File: src/rtl/hd44780_pkg.sv
// Shared types and constants for the HD44780 4-bit bus receiver.
// Holds FSM states, command classes, bit indices and DDRAM line wrap points.
package hd44780_pkg;

    typedef enum logic [1:0] {
        MODE8 = 2'd0,
        HI    = 2'd1,
        LO    = 2'd2
    } state_e;

    typedef enum logic [2:0] {
        CMD_NONE,
        CMD_CLEAR,
        CMD_HOME,
        CMD_DISPCTL,
        CMD_FUNCSET,
        CMD_SETDDRAM
    } cmd_e;

    localparam int DL_BIT = 4;
    localparam int D_BIT  = 2;

    localparam logic [6:0] LINE0_END   = 7'h27;
    localparam logic [6:0] LINE1_START = 7'h40;
    localparam logic [6:0] LINE1_END   = 7'h67;

    // The highest set bit of a command byte selects its class.
    function automatic cmd_e cmd_class(input logic [7:0] b);
        cmd_e c;
        if (b[7])      c = CMD_SETDDRAM;
        else if (b[6]) c = CMD_NONE;
        else if (b[5]) c = CMD_FUNCSET;
        else if (b[4]) c = CMD_NONE;
        else if (b[3]) c = CMD_DISPCTL;
        else if (b[2]) c = CMD_NONE;
        else if (b[1]) c = CMD_HOME;
        else if (b[0]) c = CMD_CLEAR;
        else           c = CMD_NONE;
        return c;
    endfunction

    // Post-write increment; out-of-range addresses jump to the next line start.
    function automatic logic [6:0] addr_inc(input logic [6:0] a);
        logic [6:0] n;
        if (a < LINE1_START) n = (a >= LINE0_END) ? LINE1_START : a + 7'd1;
        else                 n = (a >= LINE1_END) ? 7'd0 : a + 7'd1;
        return n;
    endfunction

endpackage

File: src/rtl/hd44780_bus_sync.sv
// Two-flop synchronizer for E, RS, D[7:4] plus falling-edge detect on E.
// Ports: clk, rst, e_i/rs_i/d_i (async pins), strobe_o, rs_o, d_o (clk domain).
module hd44780_bus_sync (
    input  logic       clk,
    input  logic       rst,
    input  logic       e_i,
    input  logic       rs_i,
    input  logic [3:0] d_i,
    output logic       strobe_o,
    output logic       rs_o,
    output logic [3:0] d_o
);

    logic [5:0] s1_q;
    logic [5:0] s2_q;
    logic       e_prev_q;

    always_ff @(posedge clk or posedge rst) begin
        if (rst) begin
            s1_q     <= '0;
            s2_q     <= '0;
            e_prev_q <= 1'b0;
        end else begin
            s1_q     <= {e_i, rs_i, d_i};
            s2_q     <= s1_q;
            e_prev_q <= s2_q[5];
        end
    end

    assign strobe_o = e_prev_q & ~s2_q[5];
    assign rs_o     = s2_q[4];
    assign d_o      = s2_q[3:0];

endmodule

File: src/rtl/hd44780_bus_rx.sv
// HD44780 bus receiver: reassembles strobed nibbles into bytes and tracks
// DDRAM address, display-on and 8/4-bit interface mode. Outputs registered.
module hd44780_bus_rx #(
    parameter int NIBBLE_TIMEOUT = 4095
) (
    input  logic       clk,
    input  logic       rst,
    input  logic       lcd_e,
    input  logic       lcd_rs,
    input  logic [3:0] lcd_d,
    output logic       byte_valid,
    output logic       byte_rs,
    output logic [7:0] byte_data,
    output logic [6:0] ddram_addr,
    output logic       display_on,
    output logic       bus_4bit,
    output logic       nibble_pending,
    output logic       err
);
    import hd44780_pkg::*;

    localparam int CW = (NIBBLE_TIMEOUT < 2) ? 1 : $clog2(NIBBLE_TIMEOUT);

    logic       strobe;
    logic       s_rs;
    logic [3:0] s_d;

    hd44780_bus_sync u_sync (
        .clk      (clk),
        .rst      (rst),
        .e_i      (lcd_e),
        .rs_i     (lcd_rs),
        .d_i      (lcd_d),
        .strobe_o (strobe),
        .rs_o     (s_rs),
        .d_o      (s_d)
    );

    state_e          state_q, state_d;
    logic [3:0]      hi_q, hi_d;
    logic            hi_rs_q, hi_rs_d;
    logic [CW-1:0]   cnt_q, cnt_d;
    logic [6:0]      addr_q, addr_d;
    logic            disp_q, disp_d;
    logic            valid_q, err_q, err_d;
    logic            brs_q, b4_q, pend_q;
    logic [7:0]      bdata_q;
    logic            emit;
    logic [7:0]      asm_byte;
    logic            asm_rs;
    cmd_e            cls;

    always_comb begin
        state_d = state_q;
        hi_d    = hi_q;
        hi_rs_d = hi_rs_q;
        cnt_d   = cnt_q;
        addr_d  = addr_q;
        disp_d  = disp_q;
        emit    = 1'b0;
        err_d   = 1'b0;
        if (state_q == MODE8) begin
            asm_byte = {s_d, 4'h0};
            asm_rs   = s_rs;
        end else begin
            asm_byte = {hi_q, s_d};
            asm_rs   = hi_rs_q;
        end
        cls = cmd_class(asm_byte);
        unique case (state_q)
            MODE8: emit = strobe;
            HI: begin
                if (strobe) begin
                    hi_d    = s_d;
                    hi_rs_d = s_rs;
                    cnt_d   = '0;
                    state_d = LO;
                end
            end
            LO: begin
                // A strobe in the timeout cycle still completes the byte.
                if (strobe) begin
                    emit    = 1'b1;
                    err_d   = (s_rs != hi_rs_q);
                    state_d = HI;
                end else if (cnt_q == CW'(NIBBLE_TIMEOUT - 1)) begin
                    err_d   = 1'b1;
                    state_d = HI;
                end else begin
                    cnt_d = cnt_q + CW'(1);
                end
            end
            default: state_d = MODE8;
        endcase
        if (emit) begin
            if (asm_rs) begin
                addr_d = addr_inc(addr_q);
            end else begin
                unique case (cls)
                    CMD_CLEAR,
                    CMD_HOME:     addr_d  = 7'd0;
                    CMD_DISPCTL:  disp_d  = asm_byte[D_BIT];
                    CMD_FUNCSET:  state_d = asm_byte[DL_BIT] ? MODE8 : HI;
                    CMD_SETDDRAM: addr_d  = asm_byte[6:0];
                    default: ;
                endcase
            end
        end
    end

    always_ff @(posedge clk or posedge rst) begin
        if (rst) begin
            state_q <= MODE8;
            hi_q    <= '0;
            hi_rs_q <= 1'b0;
            cnt_q   <= '0;
            addr_q  <= '0;
            disp_q  <= 1'b0;
            valid_q <= 1'b0;
            err_q   <= 1'b0;
            brs_q   <= 1'b0;
            bdata_q <= '0;
            b4_q    <= 1'b0;
            pend_q  <= 1'b0;
        end else begin
            state_q <= state_d;
            hi_q    <= hi_d;
            hi_rs_q <= hi_rs_d;
            cnt_q   <= cnt_d;
            addr_q  <= addr_d;
            disp_q  <= disp_d;
            valid_q <= emit;
            err_q   <= err_d;
            b4_q    <= (state_d != MODE8);
            pend_q  <= (state_d == LO);
            if (emit) begin
                brs_q   <= asm_rs;
                bdata_q <= asm_byte;
            end
        end
    end

    assign byte_valid     = valid_q;
    assign byte_rs        = brs_q;
    assign byte_data      = bdata_q;
    assign ddram_addr     = addr_q;
    assign display_on     = disp_q;
    assign bus_4bit       = b4_q;
    assign nibble_pending = pend_q;
    assign err            = err_q;

endmodule

File: config.mk
export PLATFORM = sky130hd
export DESIGN_NAME = hd44780_bus_rx
export DESIGN_NICKNAME = d
export VERILOG_FILES = /design/src/rtl/hd44780_pkg.sv /design/src/rtl/hd44780_bus_sync.sv /design/src/rtl/hd44780_bus_rx.sv
export SDC_FILE = /design/constraint.sdc
export NUM_CORES = 1
export LEC_CHECK = 0
export ABC_CLOCK_PERIOD_IN_PS = 3800
export BUFFER_PORTS_ARGS = -buffer_cell sky130_fd_sc_hd__buf_2
export CAP_MARGIN = 20
export CORE_MARGIN = 5
export CORE_UTILIZATION = 62
export CTS_CLUSTER_SIZE = 28
export DETAILED_ROUTE_END_ITERATION = 10
export PLACE_DENSITY = 0.81
export SLEW_MARGIN = 20
export SYNTH_ARGS = -nofsm -noshare
export SYNTH_HDL_FRONTEND = slang
export SYNTH_SLANG_ARGS = --single-unit
File: constraint.sdc
create_clock -name clk -period 3.8 [get_ports clk]
set_input_delay 0.38 -clock clk [delete_from_list [all_inputs] [get_ports clk]]
set_output_delay 0.38 -clock clk [all_outputs]
set_load 0.02 [all_outputs]
==> impl_metrics.py, run 1 <==
metrics = {
    "status": {
        "run_status": "completed",
    },
    "worst_setup_path": {
        "r2r_start": "u_sync.s2_q[5]$_DFF_PP0_",
        "endpoint": "ddram_addr[1]$_DFFE_PP0P_",
        "startpoint": "u_sync.s2_q[5]$_DFF_PP0_",
        "regToRegEndpoint": "ddram_addr[1]$_DFFE_PP0P_",
        "cp-start-kind": "flop",
        "cp.required_ns": 4.00,
        "reg2regPathDepth": 7,
        "worstSetupEndpointType": "flop",
        "criticalPathCategory": "reg -> reg",
        "worstPathArrival_ns": 2.78,
        "critPathMaxFanout": 16,
        "rrSetupSlack_ns": 1.22,
    },
    "final_layout": {
        "mostFrequentLayoutCell": "dfrtp_1",
        "fill_cells": 320,
        "fin_util_pct": 69.9,
        "antenna_cells": 0,
        "syn2layout_area_growth_pct": 9.72,
        "fin_nets": 291,
        "layout-drive-gt1-share_pct": 17.8,
        "final_cell_mix": "dfrtp_1, nand2_1, buf_2",
    },
    "clock_tree": {
        "cts.sinks": 53,
        "cts_tree": "yes",
        "clk-insertion-delay-late_ns": 0.30,
        "postCtsSetupRepairBufs": 0,
        "ctsHtreeMaxLevel": 2,
        "cts_max_path_buffers": 2,
        "numCtsBuffers": 5,
        "cts_resized": 0,
        "root_buffer": "clkbuf_8",
        "clkTransAtPathRegs_ns": 0.10,
        "ctsHoldBuffers": 0,
    },
    "timing": {
        "drv_slew": 0,
        "finalCriticalPeriod_ns": 2.58,
        "finalHoldViolCount": 0,
        "max_freq_mhz": 387,
        "tightest_slew_ns": 0.965,
        "fin_worst_skew_ns": 0.00665,
        "setup_tns_ns": 0,
        "rsz0062_at_grt": "no",
        "relSlewSlack_pct": 35.4,
        "setup_viol": 0,
        "min_period_over_period_pct": 68.0,
    },
    "placement": {
        "portBuffers": 28,
        "hpwlAfterDp_mm": 3.81,
        "gp_congestion": 0.899,
    },
    "synthesis": {
        "synth_top_area_cell": "dfrtp_1",
        "synth.top_cells.by_area": "dfrtp_1, nand2_1, nand3_1, nor2_1, o211ai_1",
        "syn_avg_cell_area_um2": 9.95,
        "ys_warn_count": 0,
        "seq_area_frac_synth_pct": 52.1,
        "synthesis.nets": 267,
        "ys_types": 52,
        "synth_flop_cell": "dfrtp_1",
        "syn_inst": 256,
        "synth_edf_count": 0,
        "synth-async-reset-ratio_pct": 100,
        "yosys_register_bits": 53,
        "synthesis.area_um2": 2550,
        "yosysTopAreaCellShare_pct": 52.1,
    },
    "drt": {
        "via_count": 2011,
        "wirelength_mm": 5.28,
        "drt_iter0_markers": 155,
        "drc": 0,
        "via_per_inst": 6.08,
        "ant_nets": 0,
        "dr.pass1.iters": 4,
        "wire_per_inst_um": 16.0,
    },
    "power_and_ir_drop": {
        "p_leak_nw": 1.26,
        "p_total_mw": 1.86,
        "peakVddDrop_uv": 310,
        "powerDensity_nw_per_um2": 666,
    },
    "floorplanning": {
        "placementRows": 23,
        "die_h_um": 74.1,
        "start_util_pct": 63.7,
        "core_area_um2": 4000,
        "dieArea_um2": 5490,
        "die_w_um": 74.1,
        "pin_count": 29,
    },
    "min_path": {
        "min_path_type": "in -> reg",
        "hold_path.startpoint": "lcd_d[2]",
    },
    "global_routing": {
        "track_usage_pct": 21.5,
        "grt_max_degree": 54,
        "grt_pass1_wl_mm": 9.11,
        "antenna_found_initial": 0,
        "gr-total-overflow": 0,
        "grt_pass1_vias": 1938,
    },
    "run": {
        "cap_violations": 0,
    },
}
[worst min-delay path by stage]
stage                                to  slack (ns)  cells after the start
5_1_grt        u_sync.s1_q[3]$_DFF_PP0_        0.16                      1
3_5_place_dp   u_sync.s2_q[4]$_DFF_PP0_        0.34                      0
4_1_cts        u_sync.s1_q[2]$_DFF_PP0_        0.17                      1
3_3_place_gp   u_sync.s2_q[3]$_DFF_PP0_        0.33                      0
6_report       u_sync.s1_q[2]$_DFF_PP0_        0.18                      1
2_1_floorplan  u_sync.s2_q[0]$_DFF_PP0_        0.33                      0
[cells in the mapped netlist, types with 3 or more instances]
cell / number
clkbuf_1: 6
nor3_1: 5
a21oi_1: 9
buf_2: 4
nand2_1: 36
a31oi_1: 4
nor4_1: 3
inv_1: 10
nand3_1: 18
ha_1: 3
xnor2_1: 5
a211oi_1: 3
nor2_1: 19
dfrtp_1: 53
xor2_1: 4
o211ai_1: 8
nand2b_1: 5
nor2b_1: 3
o21ai_0: 9
mux2_1: 4
nand4_1: 3
[routing by layer]
layer	GRT usage (%)	vias up	part of all wire [%]
li1	-	951	-
met1	27.0	984	41
met2	37.6	62	52
met3	3.92	14	5.1
met4	6.84	0	2.0
met5	0	-	0
[area by class of cell]
class                   count  area (um^2)  area share, %
clock buffers               5         68.8           2.46
clock inverters             3         21.3          0.761
inverters                  10         38.8           1.39
multi-input cells         182         1140           40.7
flip-flops and latches     53         1330           47.4
well taps                  50         62.6           2.24
repair buffers             28          140           5.01
[report_power, final]
group	switching, mW	internal [mW]	total (mW)
Sequential	0.146	0.690	0.837
Clock	0.187	0.131	0.318
Combinational	0.447	0.259	0.707
Total	0.781	1.08	1.86
[cell families (layout without fill, tap and decap cells)]
logic type / after synthesis / in the layout / synth area share [%]
fa+ha+maj: 3 / 3 / 1.47
buf+inv: 21 / 46 / 3.29
mux: 9 / 9 / 4.08
compound gates: 51 / 51 / 14.0
flops: 53 / 53 / 52.1
simple gates: 109 / 109 / 21.3
xor+xnor: 10 / 10 / 3.73
[worst max-delay path, cell delays in order (launching register included)]
cell and delay, ns:
dfrtp_1 0.40, and2b_2 0.27, nand2b_1 0.26, inv_1 0.42, nand2_1 0.14, or3b_4 0.43, o21ai_4 0.21, mux2_1 0.34
[metrics by stage]
step / hold WS (ns) / worst slack (ns) / cell area, um^2 / cells
5_1_grt: 0.158 / 1.01 / 2800 / 331
2_1_floorplan: 0.331 / 1.69 / 2550 / 256
3_3_place_gp: 0.331 / 1.35 / 2700 / 323
3_5_place_dp: 0.340 / 1.24 / 2700 / 323
4_1_cts: 0.171 / 1.23 / 2790 / 331
6_report: 0.176 / 1.22 / 2800 / 331
[flip-flops by register name, summed over array words and instances (netlist names), 2 cells and up]
signal / flops
state_q: 2
u_sync.s2_q: 6
u_sync.s1_q: 6
byte_data: 8
ddram_addr: 7
cnt_q: 12
hi_q: 4
Power figures use the tool's default switching activity.
==> run 2, diff against run 1 <==
Settings changed: ABC_CLOCK_PERIOD_IN_PS 3800 to 2150, CORE_UTILIZATION 62 to 52, PLACE_DENSITY 0.81 to 0.72.
Clock period 3.8 ns to 2.15 ns, I/O delays scaled along.
==> impl_metrics.py, run 2 (synthesis gave the netlist of run 1 again) <==
metrics = {
    "min_path": {
        "min_path_type": "in -> reg",
        "min_delay_worst_endpoint": "u_sync.s1_q[3]$_DFF_PP0_",
        "holdPathStages": 1,
        "hold_path.startpoint": "lcd_d[3]",
    },
    "floorplanning": {
        "placementRows": 25,
        "start_util_pct": 53.6,
        "pin_count": 29,
        "die_h_um": 80.0,
        "core_area_um2": 4750,
        "dieArea_um2": 6400,
        "die_w_um": 80.0,
    },
    "worst_setup_path": {
        "slowest_stage": "or4b_1",
        "worstSetupEndpointType": "flop",
        "cp.required_ns": 2.33,
        "reg2regPathDepth": 7,
        "cp-start-kind": "flop",
        "worstPathArrival_ns": 2.20,
        "critPathMaxFanout": 8,
        "regToRegEndpoint": "cnt_q[1]$_DFFE_PP0P_",
        "crit_chain": "inv_1, ha_1, nand3_1, or4b_1, nand2_4, nand2_2, mux2_1",
        "rrSetupSlack_ns": 0.14,
        "criticalPathCategory": "reg -> reg",
        "r2r_start": "cnt_q[0]$_DFFE_PP0P_",
        "max_stage_delay_ns": 0.65,
        "crit_buf_inv": 1,
        "crit_family": "simple AND/OR/NAND/NOR gates",
    },
    "placement": {
        "gp_congestion": 0.894,
        "portBuffers": 28,
        "hpwlAfterDp_mm": 3.87,
    },
    "timing": {
        "finalHoldViolCount": 0,
        "setup_tns_ns": 0,
        "rsz0062_at_grt": "no",
        "finalCriticalPeriod_ns": 2.01,
        "drv_slew": 0,
        "setup_viol": 0,
        "tightest_slew_ns": 0.561,
        "relSlewSlack_pct": 62.3,
        "min_period_over_period_pct": 93.6,
        "fin_worst_skew_ns": 0.00898,
        "timing.hold.ws_ns": 0.0183,
        "max_freq_mhz": 497,
    },
    "drt": {
        "drt_iter0_markers": 119,
        "drc": 0,
        "via_per_inst": 5.44,
        "dr.pass1.iters": 4,
        "wirelength_mm": 5.16,
        "via_count": 1981,
        "ant_nets": 0,
        "wire_per_inst_um": 14.2,
    },
    "clock_tree": {
        "ctsHtreeMaxLevel": 2,
        "numCtsBuffers": 5,
        "cts_tree": "yes",
        "clk-insertion-delay-late_ns": 0.30,
        "cts_max_path_buffers": 2,
        "root_buffer": "clkbuf_8",
        "clkTransAtPathRegs_ns": 0.08,
        "cts.sinks": 53,
    },
    "final_layout": {
        "layout-drive-gt1-share_pct": 21.5,
        "antenna_cells": 0,
        "syn2layout_area_growth_pct": 15.7,
        "mostFrequentLayoutCell": "dfrtp_1",
        "final_cell_mix": "dfrtp_1, nand2_1, buf_2",
        "largest_reg_flops": 12,
        "regMostFlops": "cnt_q",
        "fin_nets": 307,
    },
    "power_and_ir_drop": {
        "p_leak_nw": 1.34,
        "powerDensity_nw_per_um2": 1130,
        "peakVddDrop_uv": 497,
    },
    "global_routing": {
        "grt_pass1_wl_mm": 9.03,
        "track_usage_pct": 18.2,
        "gr-total-overflow": 0,
        "antenna_found_initial": 0,
        "grt_max_degree": 32,
        "grt_pass1_vias": 1950,
    },
    "status": {
        "run_status": "completed",
    },
    "run": {
        "cap_violations": 0,
    },
}
-- run 2: cell types whose count changed in the layout (fill, tap and decap cells not counted), sizes merged --
cell | before | now
buf | 28 | 42
clkbuf | 5 | 6
clkinvlp | 1 | 0
dlygate4sd3 | 0 | 2
-- run 2: per-layer routing --
metal,share of wire [%],GRT usage [%]
met5,0,0
met3,4.6,3.50
met2,51,30.6
met4,2.6,8.45
met1,42,22.5
-- run 2: power breakdown --
group / total [mW] / internal [mW] / switching (mW)
combinational: 1.34 / 0.545 / 0.798
clock: 0.526 / 0.226 / 0.300
sequential: 1.47 / 1.22 / 0.247
-- run 2: worst max path at each step --
| stage | start | endpoint | slack [ns] | cells after the start |
|---|---|---|---|---|
| after floorplan | state_q[1]$_DFF_PP0_ | ddram_addr[0]$_DFFE_PP0P_ | 0.04 | 6 |
| after global placement | state_q[1]$_DFF_PP0_ | ddram_addr[0]$_DFFE_PP0P_ | 0.18 | 5 |
| after detailed placement | state_q[1]$_DFF_PP0_ | ddram_addr[1]$_DFFE_PP0P_ | 0.09 | 5 |
| after CTS | state_q[1]$_DFF_PP0_ | ddram_addr[1]$_DFFE_PP0P_ | 0.09 | 5 |
| after global routing | cnt_q[0]$_DFFE_PP0P_ | cnt_q[1]$_DFFE_PP0P_ | 0.007 | 7 |
| final | cnt_q[0]$_DFFE_PP0P_ | cnt_q[1]$_DFFE_PP0P_ | 0.14 | 7 |
-- run 2: final cells by class --
cell class              count  area [um^2]
clock buffers               6         72.6
clock inverters             2         10.0
fillers                   399         1810
inverters                  10         37.5
multi-input cells         182         1140
flip-flops and latches     53         1330
well taps                  67         83.8
repair buffers             44          278
-- run 2: repair_timing --
action                     4_1_cts  5_1_grt
setup endpoints to repair        0        2
hold endpoints to repair        22        1
buffers inserted                 0        0
hold buffers                     1        1
resized for setup                0        1
-- run 2: through the flow --
| step | worst slack [ns] | utilization, % | power [mW] | cell area (um^2) | instances |
|---|---|---|---|---|---|
| after floorplan | 0.0434 | - | 2.38 | 2550 | 256 |
| after global placement | 0.179 | 59.8 | 2.80 | 2840 | 354 |
| after detailed placement | 0.0949 | 59.8 | 2.82 | 2840 | 354 |
| after CTS | 0.0922 | 61.7 | 3.36 | 2940 | 363 |
| after global routing | 0.00745 | 62.0 | 3.59 | 2950 | 364 |
| final | 0.137 | 62.0 | 3.34 | 2950 | 364 |
